### config.mk
export PLATFORM = sky130hd
export DESIGN_NAME = z_run_recorder
export DESIGN_NICKNAME = d
export VERILOG_FILES = /design/src/rtl/z_run_recorder.sv
export SDC_FILE = /design/constraint.sdc
export NUM_CORES = 1
export LEC_CHECK = 0
export ABC_CLOCK_PERIOD_IN_PS = 2300
export CORE_ASPECT_RATIO = 2
export CORE_MARGIN = 2
export CORE_UTILIZATION = 35
export DETAILED_ROUTE_END_ITERATION = 10
export PLACE_DENSITY = 0.53
export SYNTH_ARGS = -nofsm -noshare
export SYNTH_HDL_FRONTEND = slang
export SYNTH_SLANG_ARGS = --single-unit
export TNS_END_PERCENT = 1
### constraint.sdc
create_clock -name clk -period 2.3 [get_ports clk]
set_input_delay 0.46 -clock clk [delete_from_list [all_inputs] [get_ports clk]]
set_output_delay 0.46 -clock clk [all_outputs]
set_load 0.1 [all_outputs]
### src/rtl/z_run_recorder.sv
`default_nettype none
// +--------------------------------------------------------------------------+
// | z_run_recorder: measures runs of z high (saturating) and queues lengths  |
// | in a FIFO drained over valid/ready. Z_RUN_TIMESTAMP_EN adds start stamps.|
// | Revision: 1.0                                                            |
// +--------------------------------------------------------------------------+
module z_run_recorder #(
    parameter int CNT_W = 8,
    parameter int DEPTH = 4,
    parameter int TS_W  = 16
) (
    input  logic                   clk,
    input  logic                   reset,
    input  logic                   z,
    input  logic                   clear,
    output logic                   out_valid,
    input  logic                   out_ready,
    output logic [CNT_W-1:0]       out_len,
`ifdef Z_RUN_TIMESTAMP_EN
    output logic [TS_W-1:0]        out_ts,
`endif
    output logic [$clog2(DEPTH):0] level,
    output logic                   overflow
);

    localparam int c_ptr_w = $clog2(DEPTH);
    localparam logic [CNT_W-1:0] c_cnt_max = '1;

    if (DEPTH < 2 || (DEPTH & (DEPTH - 1)) != 0 || TS_W < 1) begin : g_param_check
        $error("z_run_recorder: DEPTH must be a power of two >= 2 and TS_W >= 1");
    end

    typedef enum logic [0:0] {
        S_IDLE = 1'b0,
        S_RUN  = 1'b1
    } state_t;

    state_t             r_state;
    state_t             w_state_nxt;
    logic [CNT_W-1:0]   r_cnt;
    logic [CNT_W-1:0]   w_cnt_nxt;
    logic               w_push;
    logic               w_pop;
    logic               w_full;
    logic               w_empty;
    logic               w_wr_en;
    logic               w_drop;
    logic               r_ovf;
    logic [c_ptr_w:0]   r_wptr;
    logic [c_ptr_w:0]   r_rptr;
    logic [c_ptr_w:0]   w_level;
    logic [CNT_W-1:0]   r_len_mem [DEPTH];

    always_comb begin
        w_state_nxt = r_state;
        w_cnt_nxt   = r_cnt;
        w_push      = 1'b0;
        case (r_state)
            S_IDLE: begin
                if (z) begin
                    w_state_nxt = S_RUN;
                    w_cnt_nxt   = CNT_W'(1);
                end
            end
            S_RUN: begin
                if (z) begin
                    if (r_cnt != c_cnt_max) begin
                        w_cnt_nxt = r_cnt + 1'b1;
                    end
                end else begin
                    w_push      = 1'b1;
                    w_cnt_nxt   = '0;
                    w_state_nxt = S_IDLE;
                end
            end
            default: begin
                w_state_nxt = S_IDLE;
                w_cnt_nxt   = '0;
            end
        endcase
    end

    // Extra pointer bit: occupancy can only reach DEPTH, so its MSB alone marks full.
    assign w_level = r_wptr - r_rptr;
    assign w_empty = (r_wptr == r_rptr);
    assign w_full  = w_level[c_ptr_w];
    assign w_pop   = !w_empty && out_ready;
    assign w_wr_en = w_push && (!w_full || w_pop);
    assign w_drop  = w_push && w_full && !w_pop;

    always_ff @(posedge clk or posedge reset) begin
        if (reset) begin
            r_state <= S_IDLE;
            r_cnt   <= '0;
            r_wptr  <= '0;
            r_rptr  <= '0;
            r_ovf   <= 1'b0;
        end else begin
            r_state <= w_state_nxt;
            r_cnt   <= w_cnt_nxt;
            if (w_wr_en) begin
                r_wptr <= r_wptr + 1'b1;
            end
            if (w_pop) begin
                r_rptr <= r_rptr + 1'b1;
            end
            if (w_drop) begin
                r_ovf <= 1'b1;
            end else if (clear) begin
                r_ovf <= 1'b0;
            end
        end
    end

    always_ff @(posedge clk) begin
        if (w_wr_en) begin
            r_len_mem[r_wptr[c_ptr_w-1:0]] <= r_cnt;
        end
    end

    assign out_valid = !w_empty;
    assign out_len   = w_empty ? '0 : r_len_mem[r_rptr[c_ptr_w-1:0]];
    assign level     = w_level;
    assign overflow  = r_ovf;

`ifdef Z_RUN_TIMESTAMP_EN
    logic [TS_W-1:0] r_ts;
    logic [TS_W-1:0] r_ts_start;
    logic [TS_W-1:0] r_ts_mem [DEPTH];

    // Stamp taken on the edge that samples the first z=1 of a run.
    always_ff @(posedge clk or posedge reset) begin
        if (reset) begin
            r_ts       <= '0;
            r_ts_start <= '0;
        end else begin
            r_ts <= r_ts + 1'b1;
            if (r_state == S_IDLE && z) begin
                r_ts_start <= r_ts;
            end
        end
    end

    always_ff @(posedge clk) begin
        if (w_wr_en) begin
            r_ts_mem[r_wptr[c_ptr_w-1:0]] <= r_ts_start;
        end
    end

    assign out_ts = w_empty ? '0 : r_ts_mem[r_rptr[c_ptr_w-1:0]];
`endif

endmodule
`default_nettype wire

# Word level (Yosys, flattened, before mapping)
# Memories as Yosys holds them, arrays and structs flattened.
# Cells that the tools add are included.
totals:
  ff_bits: 16
  ram_bits: 32
  input_bits: 5
  output_inout_bits: 13
  n_memories: 1
op_classes:
  addsub: 4
  n_eq_ne: 4
  n_mux: 12
  n_bitwise: 1
  n_reduce_logical: 10
memory_table:
  columns: ["memory", "depth", "width", "rd", "rd_clocked_by_memory_dff", "write_ports", "line_no", "rtl"]
  rows:
  - ["r_len_mem", 4, 8, 1, 0, 1, "52", "logic [CNT_W-1:0] r_len_mem [DEPTH];"]
op_table:
  columns: ["cell", "count"]
  rows:
  - ["$mux W8", 4]
  - ["$pmux W8 S2", 1]
  - ["$add A8 B1 Y8 const B", 1]
  - ["$ne A8 B8 Y1 const B", 1]
  - ["$mux W1", 7]
  - ["$add A3 B1 Y3 const B", 2]
  - ["$logic_and A1 B1 Y1", 4]
  - ["$eq A3 B3 Y1", 1]
  - ["$logic_not A1 Y1", 3]
  - ["$ne A3 B2 Y1 const B", 1]
  - ["$sub A3 B3 Y3", 1]
  - ["$ne A2 B2 Y1 const B", 1]
  - ["$reduce_and A2 Y1", 1]
  - ["$reduce_bool A2 Y1", 1]
  - ["$logic_or A1 B1 Y1", 1]
  - ["$not A1 Y1", 1]

# Depth between registers and ports, before layout
# Gate-level depths: netlist (run 1).
depth:
  ltp_word: 7
  mapped_depth: 8
  depth_no_buf: 7

# Worst setup path after synthesis (run 1)
# Ideal clock, no wire load.
synth_path:
  kind: "reg-to-output"
  from: "register r_wptr[0]"
  to: "output port level[2]"
  arrival_time_ps: 2746
  required_time_ps: 1840
  path_slack_ps: -906
  path_stages_with_launch: 6
  path_buffers: 1
  path_cell_list: "dfrtp_1 > inv_1 > ha_1 > fa_1 > buf_2 > xnor2_1"
synth_via:
  elab_chain_len: 1
synth_rtl:
  columns: ["element", "line_no", "rtl"]
  rows:
  - ["from (decl)", "49", "logic [c_ptr_w:0] r_wptr;"]
  - ["from (signal assigned)", "102", "r_wptr <= r_wptr + 1'b1;"]
  - ["$sub A3 B3 Y3", "84", "assign w_level = r_wptr - r_rptr;"]
  - ["to (decl)", "22", "output logic [$clog2(DEPTH):0] level,"]
# No other way between the ends.

# Worst setup path after layout (run 1)
# Same ends and word-level chain as after synthesis.

==> run summary, run 1 <==
The run finished with clean final reports. Post-synthesis register bit count: 48. In the post-synthesis netlist, the biggest area contributors are sky130_fd_sc_hd__edfxtp_1 (43%), sky130_fd_sc_hd__dfrtp_1 (18%), sky130_fd_sc_hd__mux4_2 (8.0%), sky130_fd_sc_hd__ha_1 (4.5%), sky130_fd_sc_hd__and2_1 (2.2%). On the worst path, the slowest cell contributes a delay of 430 ps. The tools report the yosys synthesis warning count as 0. The area of the mapped netlist was 0.00224 mm2.

The tools report the element type at the critical path start as a register. The tightest min-delay check is of the reg2reg type. The nature of the critical path endpoint was an output port. For the worst-skew pair later-pin latency, the log shows 290 ps. The number of antenna diodes in the final layout is 0. Tracing the worst setup path back leads to its startpoint at r_wptr[0]$_DFFE_PP0P_. The tools report the worst path arrival time as 1800 ps.

The signal on the critical path passes through inv_2, ha_2, fa_2, buf_6, xnor2_4, buf_12. The worst-case reg-to-reg path depth is 6. Met3 usage: 0.0231.

At the pin with the least slew margin, the transition time is 659 ps. The clock-pin slew on the worst setup and hold paths was 70 ps. After layout, the worst setup slack is 37.9 ps. Port buffering added 17 buffers. At the worst endpoint, the required time is 1840 ps. The critical path crosses 6 cells after its start point.

Clock tree synthesis found a total of 48 sinks. The global routing stage identified its most utilized layer as met2. In this run, synthesis inferred 32 flip-flops with an integrated enable. The synthesis-to-finish area growth is 30.4%. In the layout the commonest cells are sky130_fd_sc_hd__edfxtp_1 (32), sky130_fd_sc_hd__dfrtp_1 (15), sky130_fd_sc_hd__buf_12 (12). The global routing met1 resource utilization was 0.152; the count of endpoints failing hold in the final timing report was 0. The share of the clock period used by the worst path is 0.984, and the number of library cell types mapped by synthesis is 45.

The count of cells along the worst hold path was 2. The net total in the final layout is 204, and the number of buffers and inverters on the critical path is 3. Among cell families on the critical path, the largest total delay comes from adder cells. In this run the critical register-to-register path is launched from r_wptr[0]$_DFFE_PP0P_. For this run, design rule violations remaining after detail routing come to 0. The tools report the endpoint of the worst setup timing path as level[2]. The fraction of synthesis flops using an asynchronous set or reset pin was 0.333; the final-report setup violation count was 0. The register-to-register setup slack was 190 ps.

The routed length per instance works out to 16.7 um. After technology mapping, the gate count stands at 159. Summing all placed instances gives a cell area of 0.00272 mm2.

The area of the placeable core came out at 0.00626 mm2. Horizontal extent of the die: 60.6 um. The endpoint of the most critical register-to-register path is r_len_mem[1][5]$_DFFE_PP_. Initial antenna violation count: 0. The logs give 41 for the total number of placement rows and 0 for the number of slew-limit violations in the final report. The longest clock path from root to sink contains 2 buffers.

The maximum number of pins on one net before global-route repair was 17. The biggest area contributor in the post-synthesis netlist is sky130_fd_sc_hd__edfxtp_1. The via count of the first global-routing pass is 1,548. Clock tree synthesis selected as its root buffer the cell sky130_fd_sc_hd__clkbuf_16.

The area share of the largest cell type after synthesis was 0.429; the maximum clock rate was 0.442 GHz. The worst-path maximum fanout is 4. The worst setup slack before clock tree synthesis came out at 34.0 ps. For this block, the via count after detailed routing is 1,375. The floorplan step set the die height to 117 um. The total congestion overflow after global routing is 0. After the first detailed-routing iteration, the DRC count stood at 36. The normalized max-slew margin is 0.560, and the clock buffer count from CTS is 5.

Kind of critical path: reg2out. The H-tree generated during clock tree synthesis spans 2 levels. The sequential element share of the synthesized area was 0.608. The slowest stage of the critical path is the sky130_fd_sc_hd__fa_2 cell. The run gives 0.358 as the starting density of the core. Detailed placement ended at an HPWL of 3.54 mm. TritonCTS built the clock tree.

The finished cells cover 0.00292 mm2. Counting I/O delays and the setup requirement, the final critical path takes 2260 ps. Max-cap violations in this run came to 0. The tools report the overall global routing resource usage as 0.153.

The wire length of the first global-routing pass was 7.62 mm. Setup repair after global routing could not meet its margin everywhere. The run gives 0 as the quantity of hold-fixing buffers added after cts. The most used flip-flop cell after synthesis is sky130_fd_sc_hd__edfxtp_1.

The final total negative setup slack is 0 ps. After detailed routing, the number of vias per cell comes to 4.96. The fraction of met2 tracks used by global routing came out at 0.296. The die covers 0.00709 mm2. The fill cell total of the finished layout was 589; the remaining antenna violation count after routing was 0. The routability-driven placement congestion ratio is 0.833. For the net count after synthesis, the log shows 173.

The average instance in the mapped netlist occupies 14.1 um2. Post-detailed-routing wire length: 4.62 mm. The share of final-layout standard cells stronger than drive strength 1 works out to 0.346. Leaving out fill and tap cells, the most frequent cell in the layout is sky130_fd_sc_hd__edfxtp_1. During I/O placement, the number of pins put on the boundary was 18. The run gives 7.80 ps as the final clock skew. The tools report the number of detailed-route iterations in the first pass as 4.
per-stage QoR:
stage	hold WS, ps	instances	util
4_1_cts	549	275	0.463
6_report	546	277	0.466
3_5_place_dp	537	267	0.435
5_1_grt	573	277	0.466
3_3_place_gp	544	267	0.435
2_1_floorplan	374	159	-
worst register-to-register path, stage by stage (launching register included):
cell and delay (ps):
sky130_fd_sc_hd__dfrtp_1 360, sky130_fd_sc_hd__inv_2 50, sky130_fd_sc_hd__ha_2 180, sky130_fd_sc_hd__fa_2 430
sky130_fd_sc_hd__buf_4 160, sky130_fd_sc_hd__o31a_1 340, sky130_fd_sc_hd__and3_2 330
kinds of logic after synthesis:
family,after synthesis,share of synthesized area
flip-flops,48,0.608
AND/OR/NAND/NOR,45,0.113
AO/OA/AOI/OAI,27,0.0805
buffers and inverters,14,0.0252
multiplexers,11,0.0967
adder cells (fa/ha/maj),9,0.0537
XOR/XNOR,5,0.0229
area by class of cell:
cell class,instances,area (um2),share of cell area
timing repair buffer,28,374,0.128
tap,86,108,0.0369
multi-input combinational,97,870,0.298
inverter,10,37.5,0.0129
clock inverter,3,42.5,0.0146
clock buffer,5,125,0.0429
sequential,48,1360,0.467
synth_stat cells, types with 3 or more instances:
master	number
sky130_fd_sc_hd__buf_2	3
sky130_fd_sc_hd__and3_2	3
sky130_fd_sc_hd__nand3_1	5
sky130_fd_sc_hd__ha_1	8
sky130_fd_sc_hd__nand2_1	6
sky130_fd_sc_hd__mux4_2	8
sky130_fd_sc_hd__edfxtp_1	32
sky130_fd_sc_hd__a21oi_1	7
sky130_fd_sc_hd__and2_1	8
sky130_fd_sc_hd__nor2_1	7
sky130_fd_sc_hd__nor3_1	3
sky130_fd_sc_hd__inv_1	10
sky130_fd_sc_hd__xnor2_1	4
sky130_fd_sc_hd__dfrtp_1	16
sky130_fd_sc_hd__o21ai_0	6
sequential cells by signal (all words and copies together) (netlist names):
name	flops
r_state	1
overflow	1
r_len_mem	32
r_rptr	3
r_wptr	3
r_cnt	8
layer usage:
metal / vias up / wire, um
met3: 7 / 92
met1: 684 / 1540
met5: - / 0
met2: 27 / 2890
li1: 657 / -
met4: 0 / 94
worst min path at each step:
stage                               startpoint                   end
after floorplan                          reset  overflow$_DFFE_PP0P_
after global placement    overflow$_DFFE_PP0P_  overflow$_DFFE_PP0P_
after detailed placement  overflow$_DFFE_PP0P_  overflow$_DFFE_PP0P_
after CTS                 overflow$_DFFE_PP0P_  overflow$_DFFE_PP0P_
after global routing      overflow$_DFFE_PP0P_  overflow$_DFFE_PP0P_
final                     overflow$_DFFE_PP0P_  overflow$_DFFE_PP0P_
what timing repair did:
| action | 4_1_cts | 5_1_grt |
|---|---|---|
| setup buffers | 0 | 2 |
| gates resized for setup | 3 | 4 |
| pin swaps | 0 | 2 |
| endpoints found under the setup margin | 10 | 1 |
| cloned | 0 | 0 |
Power of run 1 is left out: the tool's default activity adds up to more than one toggle a clock period on the data nets, which glitch-free logic cannot reach.
==> run 2, diff against run 1 <==
--- a/config.mk
+++ b/config.mk
@@ -6,11 +6,13 @@
 export NUM_CORES = 1
 export LEC_CHECK = 0
 export ABC_CLOCK_PERIOD_IN_PS = 2300
+export CELL_PAD_IN_SITES_DETAIL_PLACEMENT = 1
+export CELL_PAD_IN_SITES_GLOBAL_PLACEMENT = 1
 export CORE_ASPECT_RATIO = 2
 export CORE_MARGIN = 2
 export CORE_UTILIZATION = 35
 export DETAILED_ROUTE_END_ITERATION = 10
-export PLACE_DENSITY = 0.53
+export PLACE_DENSITY = 0.62
 export SYNTH_ARGS = -nofsm -noshare
 export SYNTH_HDL_FRONTEND = slang
 export SYNTH_SLANG_ARGS = --single-unit
==> run 2 against run 1 <==
- via count is 2.2% higher
- core utilization is 0.68 points higher
- cell count is 0.36% higher
- flip-flop and latch count stayed put
- global-route usage is 0.50 points higher
- die area stayed put
- register-to-register slack better by 30 ps
- first-iteration DRC count stayed put
- final area is 1.5% higher
- critical path type unchanged
- highest routed layer unchanged
==> run summary, run 2 (same netlist as run 1, synthesis figures left out) <==
The number of vias per cell after detailed routing is 5.05 (+1.8%). The logs give 0 (unchanged) for the number of slew-limit violations in the final report and 220 ps (+30 ps) for the register-to-register setup slack. The minimum clock period after layout was 2280 ps (+22.0 ps); the maximum root-to-sink buffer count was 2 (unchanged).

For the vias after detailed routing, the log shows 1,405 (+2.2%). The tree is rooted in a sky130_fd_sc_hd__clkbuf_16. The tools report the count of inserted antenna diode cells as 0 (unchanged). The total number of H-tree levels was 2 (unchanged); the clock-pin slew on the worst setup and hold paths was 60 ps (about the same). Synthesis-to-finish area growth: 32.3%. The element type at the critical path start is a register. The first-iteration detailed-routing DRC count was 36 (unchanged). Via count of the first global-routing pass: 1,539 (-0.58%). The share of the clock period used by the worst path is 0.993 (+0.00955), and the area of the placeable core is 0.00626 mm2 (unchanged). Share of final-layout standard cells stronger than drive strength 1: 0.339 (-0.00701).

The transition at the pin with the smallest max-transition slack is 677 ps (+17.2 ps). The flow ran to the end, and the final reports show no timing, DRC or antenna violations. For the normalized max-slew margin, the log shows 0.548 (-0.0115).

The library cell used most frequently in the layout, excluding fill and tap cells, is sky130_fd_sc_hd__edfxtp_1. For the initial antenna violation count, the log shows 0 (unchanged). The worst-path maximum fanout works out to 4 (unchanged).

The min-delay analysis places its worst path in the category reg2reg. The number of clock sinks was 48 (unchanged); the final total negative setup slack was 0 ps (unchanged). The count of endpoints failing hold in the final timing report is 0 (unchanged), and the worst path arrival time is 1820 ps (+20 ps). The run gives 267 (unchanged) as the placed cell count. The horizontal extent of the die is 60.6 um (unchanged), and the wire length of the first global-routing pass is 7.89 mm (+3.4%).

The logs give 1840 ps (about the same) for the critical path data required time and 3.39 ps (-4.41 ps) for the final clock skew. The number of input and output port buffers inserted was 17 (unchanged). The logs give 0.00709 mm2 (unchanged) for the floorplan die area and 278 (+0.36%) for the number of cells in the finished layout apart from fillers. The starting density of the core was 0.358 (unchanged). The logs give 5 (unchanged) for the clock buffer count from CTS and 4.87 mm (+5.5%) for the post-detailed-routing wire length.

Flip-flop count of the largest register after layout: 32 (unchanged). For the worst-skew pair later-pin latency, the log shows 290 ps (about the same). The kind of critical path is reg2out. The run gives 0 (unchanged) as the final-report setup violation count.

The overall global routing resource usage is 0.158 (+0.00498). The run gives 3.76 mm (+6.3%) as the detailed placement HPWL. The remaining routing DRC violations was 0 (unchanged); the instance area at placement was 0.00272 mm2 (unchanged).

Number of violations of the max-capacitance limit: 0 (unchanged). The logs give 0 (unchanged) for the remaining antenna violation count after routing and 0.00296 mm2 (+1.5%) for the total non-filler cell area in the finished layout. The die height is 117 um (unchanged).

Setup repair after global routing could not meet its margin everywhere. The tools report the number of top-level pins as 18 (unchanged). For the total congestion overflow after global routing, the log shows 0 (unchanged). In the layout the commonest cells are sky130_fd_sc_hd__edfxtp_1 (32), sky130_fd_sc_hd__dfrtp_1 (15), sky130_fd_sc_hd__buf_12 (12).

The number of detailed-route iterations in the first pass is 4 (unchanged). The maximum number of pins on one net before global-route repair is 17 (unchanged), and the total number of placement rows is 41 (unchanged). TritonCTS built the clock tree. The run gives 0.438 GHz (-0.96%) as the maximum clock rate. The logs give 205 (+0.49%) for the net total in the final layout and 0.754 (-9.5%) for the routability-driven placement congestion ratio.

The routed length per instance came out at 17.5 um (+5.1%). Nature of the critical path endpoint: an output port.
[run 2: final timing paths]
check                      depth (start not counted)                   endpoint                  start
setup / recovery                                   5                   level[2]  r_rptr[0]$_DFFE_PP0P_
hold / removal                                     2       overflow$_DFFE_PP0P_   overflow$_DFFE_PP0P_
setup reg to reg                                   6  r_len_mem[3][6]$_DFFE_PP_  r_rptr[1]$_DFFE_PP0P_
hold reg to reg                                    2       overflow$_DFFE_PP0P_   overflow$_DFFE_PP0P_
max in group asynchronous                          2      r_wptr[1]$_DFFE_PP0P_                  reset
min in group asynchronous                          2       r_cnt[5]$_DFFE_PP0P_                  reset
[run 2: worst max-delay path, stage by stage, from the launching register on]
cell                      delay, ps
sky130_fd_sc_hd__dfrtp_1        420
sky130_fd_sc_hd__ha_4           180
sky130_fd_sc_hd__fa_2           410
sky130_fd_sc_hd__buf_6          160
sky130_fd_sc_hd__xnor2_4        160
sky130_fd_sc_hd__buf_12         200
[run 2: area by class of cell]
cell class                      instances  area, um2
Inverter                               10       37.5
Timing Repair Buffer                   29        385
Clock buffer                            6        129
Multi-Input combinational cell         97        880
Tap cell                               86        108
Clock inverter                          2       60.1
Fill cell                             670       3300
Sequential cell                        48       1360
[run 2: what timing repair did]
| action | CTS | global route |
|---|---|---|
| resized for setup | 2 | 6 |
| setup buffers | 0 | 3 |
| hold buffers | 0 | 0 |
| hold endpoints to repair | 0 | 0 |
| pin swaps | 0 | 3 |
| endpoints found under the setup margin | 10 | 10 |
[run 2: per-layer routing]
metal | vias up | GRT usage | wire, um
li1 | 663 | - | -
met1 | 715 | 0.144 | 1610
met2 | 20 | 0.317 | 3060
met3 | 7 | 0.0308 | 110
met4 | 0 | 0.0609 | 95
met5 | - | 0 | 0
[run 2: metrics by stage]
stage	hold WS, ps	utilization	setup WS (ps)
floorplan	374	-	-227
global placement	543	0.435	159
detailed placement	530	0.435	58.5
CTS	548	0.466	-89.4
global route	565	0.473	-36.5
finish	547	0.473	16.0
Power of run 2 is left out for the same reason.
==> run 3, diff against run 2 <==
--- a/config.mk
+++ b/config.mk
@@ -5,6 +5,7 @@
 export SDC_FILE = /design/constraint.sdc
 export NUM_CORES = 1
 export LEC_CHECK = 0
+export ABC_AREA = 1
 export ABC_CLOCK_PERIOD_IN_PS = 2300
 export CELL_PAD_IN_SITES_DETAIL_PLACEMENT = 1
 export CELL_PAD_IN_SITES_GLOBAL_PLACEMENT = 1
@@ -12,7 +13,8 @@
 export CORE_MARGIN = 2
 export CORE_UTILIZATION = 35
 export DETAILED_ROUTE_END_ITERATION = 10
-export PLACE_DENSITY = 0.62
+export HOLD_SLACK_MARGIN = 0.03
+export PLACE_DENSITY = 0.65
 export SYNTH_ARGS = -nofsm -noshare
 export SYNTH_HDL_FRONTEND = slang
 export SYNTH_SLANG_ARGS = --single-unit
==> run 3 against run 2 <==
- final area rose by 1.8%
- synthesized area up 0.61%
- core utilization is 0.86 points higher
- first-iteration DRC count increased by 31%
- sequential share of layout area down 0.74 points
- flip-flop and latch count did not move
- critical endpoint is now out_len[7]
- largest cell class unchanged
==> run summary, run 3 <==
The synthesized design spends more area on one cell type than any other, namely sky130_fd_sc_hd__edfxtp_1. For the net count after synthesis, the log shows 237 (+37%). The cell at the slowest stage of the critical path was sky130_fd_sc_hd__dfrtp_2. The run gives 8.56 mm (+8.5%) as the wire length of the first global-routing pass.

The routability-driven placement congestion ratio is 0.765 (+1.4%), and the number of slew-limit violations in the final report is 0 (unchanged). The share of the clock period used by the worst path works out to 0.988 (-0.00527). The run gives 0.00713 mm2 (+0.58%) as the floorplan die area.

The clock-pin slew on the worst setup and hold paths is 60 ps (about the same), and the sequential element share of the synthesized area is 0.604 (-0.00372). The logs give 0 (unchanged) for the remaining routing DRC violations and 4 (unchanged) for the number of detailed-route iterations in the first pass. Number of vias per cell after detailed routing: 4.67 (-7.6%).

The post-detailed-routing wire length is 4.91 mm (+0.76%). Area share of the largest cell type after synthesis: 0.427 (-0.00262). The overall global routing resource usage was 0.162 (+0.00410). Leaving out fill and tap cells, the most frequent cell in the layout is sky130_fd_sc_hd__nor2_1.

The worst setup path is launched from a register. Synthesis-to-finish area growth: 33.9%. The worst-path maximum fanout was 8 (+4). The routed length per instance was 14.3 um (-18%); the transition at the pin with the smallest max-transition slack was 658 ps (-18.3 ps). The logic depth of the worst path, buffers included is 9 (+4). After synthesis, the cell types taking the most area are sky130_fd_sc_hd__edfxtp_1 (43%), sky130_fd_sc_hd__dfrtp_1 (18%), sky130_fd_sc_hd__nor2_1 (7.3%), sky130_fd_sc_hd__nand2_1 (6.0%), sky130_fd_sc_hd__ha_1 (4.4%). The detailed placement HPWL is 3.68 mm (-2.0%), and the die height is 117 um (+0.29%). The clock buffer count from CTS came out at 5 (unchanged).

The run gives 41 (unchanged) as the total number of placement rows. The yosys synthesis warning count came out at 0 (unchanged). The number of library cell types mapped by synthesis was 23 (-49%); the number of buffers and inverters on the critical path was 5 (+3).

The most used flip-flop cell after synthesis is sky130_fd_sc_hd__edfxtp_1. The longest individual stage delay on the worst path was 460 ps (+40 ps). Maximum number of pins on one net before global-route repair: 18 (+1). The share of final-layout standard cells stronger than drive strength 1 works out to 0.245 (-0.0934). The total congestion overflow after global routing is 0 (unchanged), and the fill cell total of the finished layout is 695 (+3.7%).

Remaining antenna violation count after routing: 0 (unchanged). The run gives 223 (+40%) as the number of instances in the synthesized netlist. The post-synthesis register bit count is 48 (unchanged).

The worst-case reg-to-reg path depth was 8 (+2); the final total negative setup slack was 0 ps (unchanged). The run gives 1810 ps (about the same) as the worst path arrival time. The worst setup path is captured at an output port. The root cell of the clock tree was sky130_fd_sc_hd__clkbuf_16. The tools report the initial antenna violation count as 0 (unchanged). For the first-iteration detailed-routing DRC count, the log shows 47 (+31%).

Leaving out fill and tap cells, the most frequent cells in the layout are sky130_fd_sc_hd__nor2_1 (44), sky130_fd_sc_hd__nand2_1 (35), sky130_fd_sc_hd__edfxtp_1 (32). The quantity of hold-fixing buffers added after cts was 0 (unchanged); the number of top-level pins was 18 (unchanged). The synthesized area per cell is 10.1 um2 (-28%). The multi-input logic area came out at 892 um2 (+1.4%). Yosys instantiated no cell more often than sky130_fd_sc_hd__nor2_1. Minimum clock period after layout: 2270 ps (-12.1 ps).

The horizontal extent of the die is 60.7 um (+0.28%). The normalized max-slew margin is 0.561 (+0.0122). By count the netlist is led by sky130_fd_sc_hd__nor2_1 (44), sky130_fd_sc_hd__nand2_1 (36), sky130_fd_sc_hd__edfxtp_1 (32). Fraction of synthesis flops using an asynchronous set or reset pin: 0.333 (unchanged). The run finished with clean final reports.

Kind of path behind the tightest hold check: reg2reg. The maximum clock rate is 0.440 GHz (+0.53%). Walking the worst path, the cells encountered are inv_8, ha_4, nand2_2, inv_2, nand3_4, clkinvlp_4, buf_12, a21oi_4, buf_12.

The tools report the count of inserted antenna diode cells as 0 (unchanged). For the number of violations of the max-capacitance limit, the log shows 0 (unchanged). For the count of endpoints failing hold in the final timing report, the log shows 0 (unchanged).

The tools report the total number of H-tree levels as 2 (unchanged). The final-report setup violation count came out at 0 (unchanged). Critical path data required time: 1840 ps (about the same).

The starting density of the core was 0.360 (+0.00220). Setup repair after global routing could not meet its margin everywhere. The flip-flop count of the largest register after layout was 32 (unchanged); the net total in the final layout was 270 (+32%). The worst-skew pair later-pin latency came out at 290 ps (about the same). The via count of the first global-routing pass came out at 1,693 (+10%). The number of flops mapped to enable cells by yosys was 32 (unchanged). Count of cells along the worst hold path: 2 (unchanged).

The number of input and output port buffers inserted is 17 (unchanged). The run gives 2 (unchanged) as the maximum root-to-sink buffer count. The number of clock sinks is 48 (unchanged), and the vias after detailed routing is 1,602 (+14%).

The kind of critical path was reg2out. For the area of the placeable core, the log shows 0.00626 mm2 (unchanged). The kind of cell with the highest combined delay along the critical path is buffers and inverters. Final clock skew: 3.92 ps (+0.534 ps).

The area of the mapped netlist is 0.00225 mm2 (+0.61%). The area occupied by registers was 0.00137 mm2 (+0.18%). Counting stages on the worst path, the most repeated cell is sky130_fd_sc_hd__buf_12. TritonCTS built the clock tree.
[run 3: changes by cell type after synthesis, moves of 5 or more]
cell / change
sky130_fd_sc_hd__nand2_1: +30
sky130_fd_sc_hd__o21ai_0: +13
sky130_fd_sc_hd__inv_1: +14
sky130_fd_sc_hd__xor2_1: +5
sky130_fd_sc_hd__nor2_1: +37
sky130_fd_sc_hd__mux4_2: -8
sky130_fd_sc_hd__nand3_1: +5
sky130_fd_sc_hd__and2_1: -8
[run 3: final timing paths]
| path | startpoint | to | slack, ps |
|---|---|---|---|
| worst min-delay path | overflow$_DFFE_PP0P_ | overflow$_DFFE_PP0P_ | 500 |
| max in group asynchronous | reset | r_rptr[1]$_DFFE_PP0P_ | 1270 |
| worst max register to register | r_rptr[1]$_DFFE_PP0P_ | r_len_mem[1][3]$_DFFE_PP_ | 290 |
| worst min register to register | overflow$_DFFE_PP0P_ | overflow$_DFFE_PP0P_ | 500 |
| min in group asynchronous | reset | r_state$_DFF_PP0_ | 560 |
| worst max-delay path | r_rptr[1]$_DFFE_PP0P_ | out_len[7] | 30 |
[run 3: layout make-up]
cell class,instances,share of cell area
Clock inverter,3,0.00622
Timing Repair Buffer,30,0.132
Inverter,25,0.0361
Sequential cell,48,0.453
Clock buffer,5,0.0415
Multi-Input combinational cell,146,0.296
Tap cell,86,0.0357
[run 3: worst register-to-register path, delay by kind of cell, from the launching register on]
kind                     cells  cell delay [ps]
AND/OR/NAND/NOR              5              520
adder cells (fa/ha/maj)      1              360
buffers and inverters        2              380
flip-flops                   1              460
[run 3: per-stage QoR]
step / area, um2 / util / hold slack (ps) / setup WS, ps / cells
floorplan: 2370 / - / 374 / -384 / 223
global placement: 2810 / 0.448 / 470 / 201 / 331
detailed placement: 2810 / 0.448 / 485 / 174 / 331
CTS: 2990 / 0.478 / 500 / 12.4 / 341
global route: 3020 / 0.482 / 535 / -38.8 / 343
finish: 3020 / 0.482 / 499 / 28.1 / 343
[run 3: what timing repair did]
| item | 4_1_cts | 5_1_grt |
|---|---|---|
| endpoints found under the setup margin | 9 | 9 |
| resized for setup | 7 | 3 |
| buffers inserted | 2 | 2 |
| pin swaps | 0 | 3 |
[run 3: logic make-up after synthesis]
logic type                 share of synthesized area
and+or+nand+nor                                0.194
adders and majority gates                     0.0533
DFF                                            0.604
AOI/OAI and AO/OA                             0.0761
xor gates and xnor gates                      0.0194
buffers and inverters                         0.0528
[run 3: layer usage]
layer | share of wire | routed length (um) | global-route usage
met1 | 0.37 | 1820 | 0.177
met2 | 0.59 | 2910 | 0.293
met3 | 0.018 | 87 | 0.0298
met4 | 0.019 | 95 | 0.0571
met5 | 0 | 0 | 0
Power of run 3 is left out for the same reason.
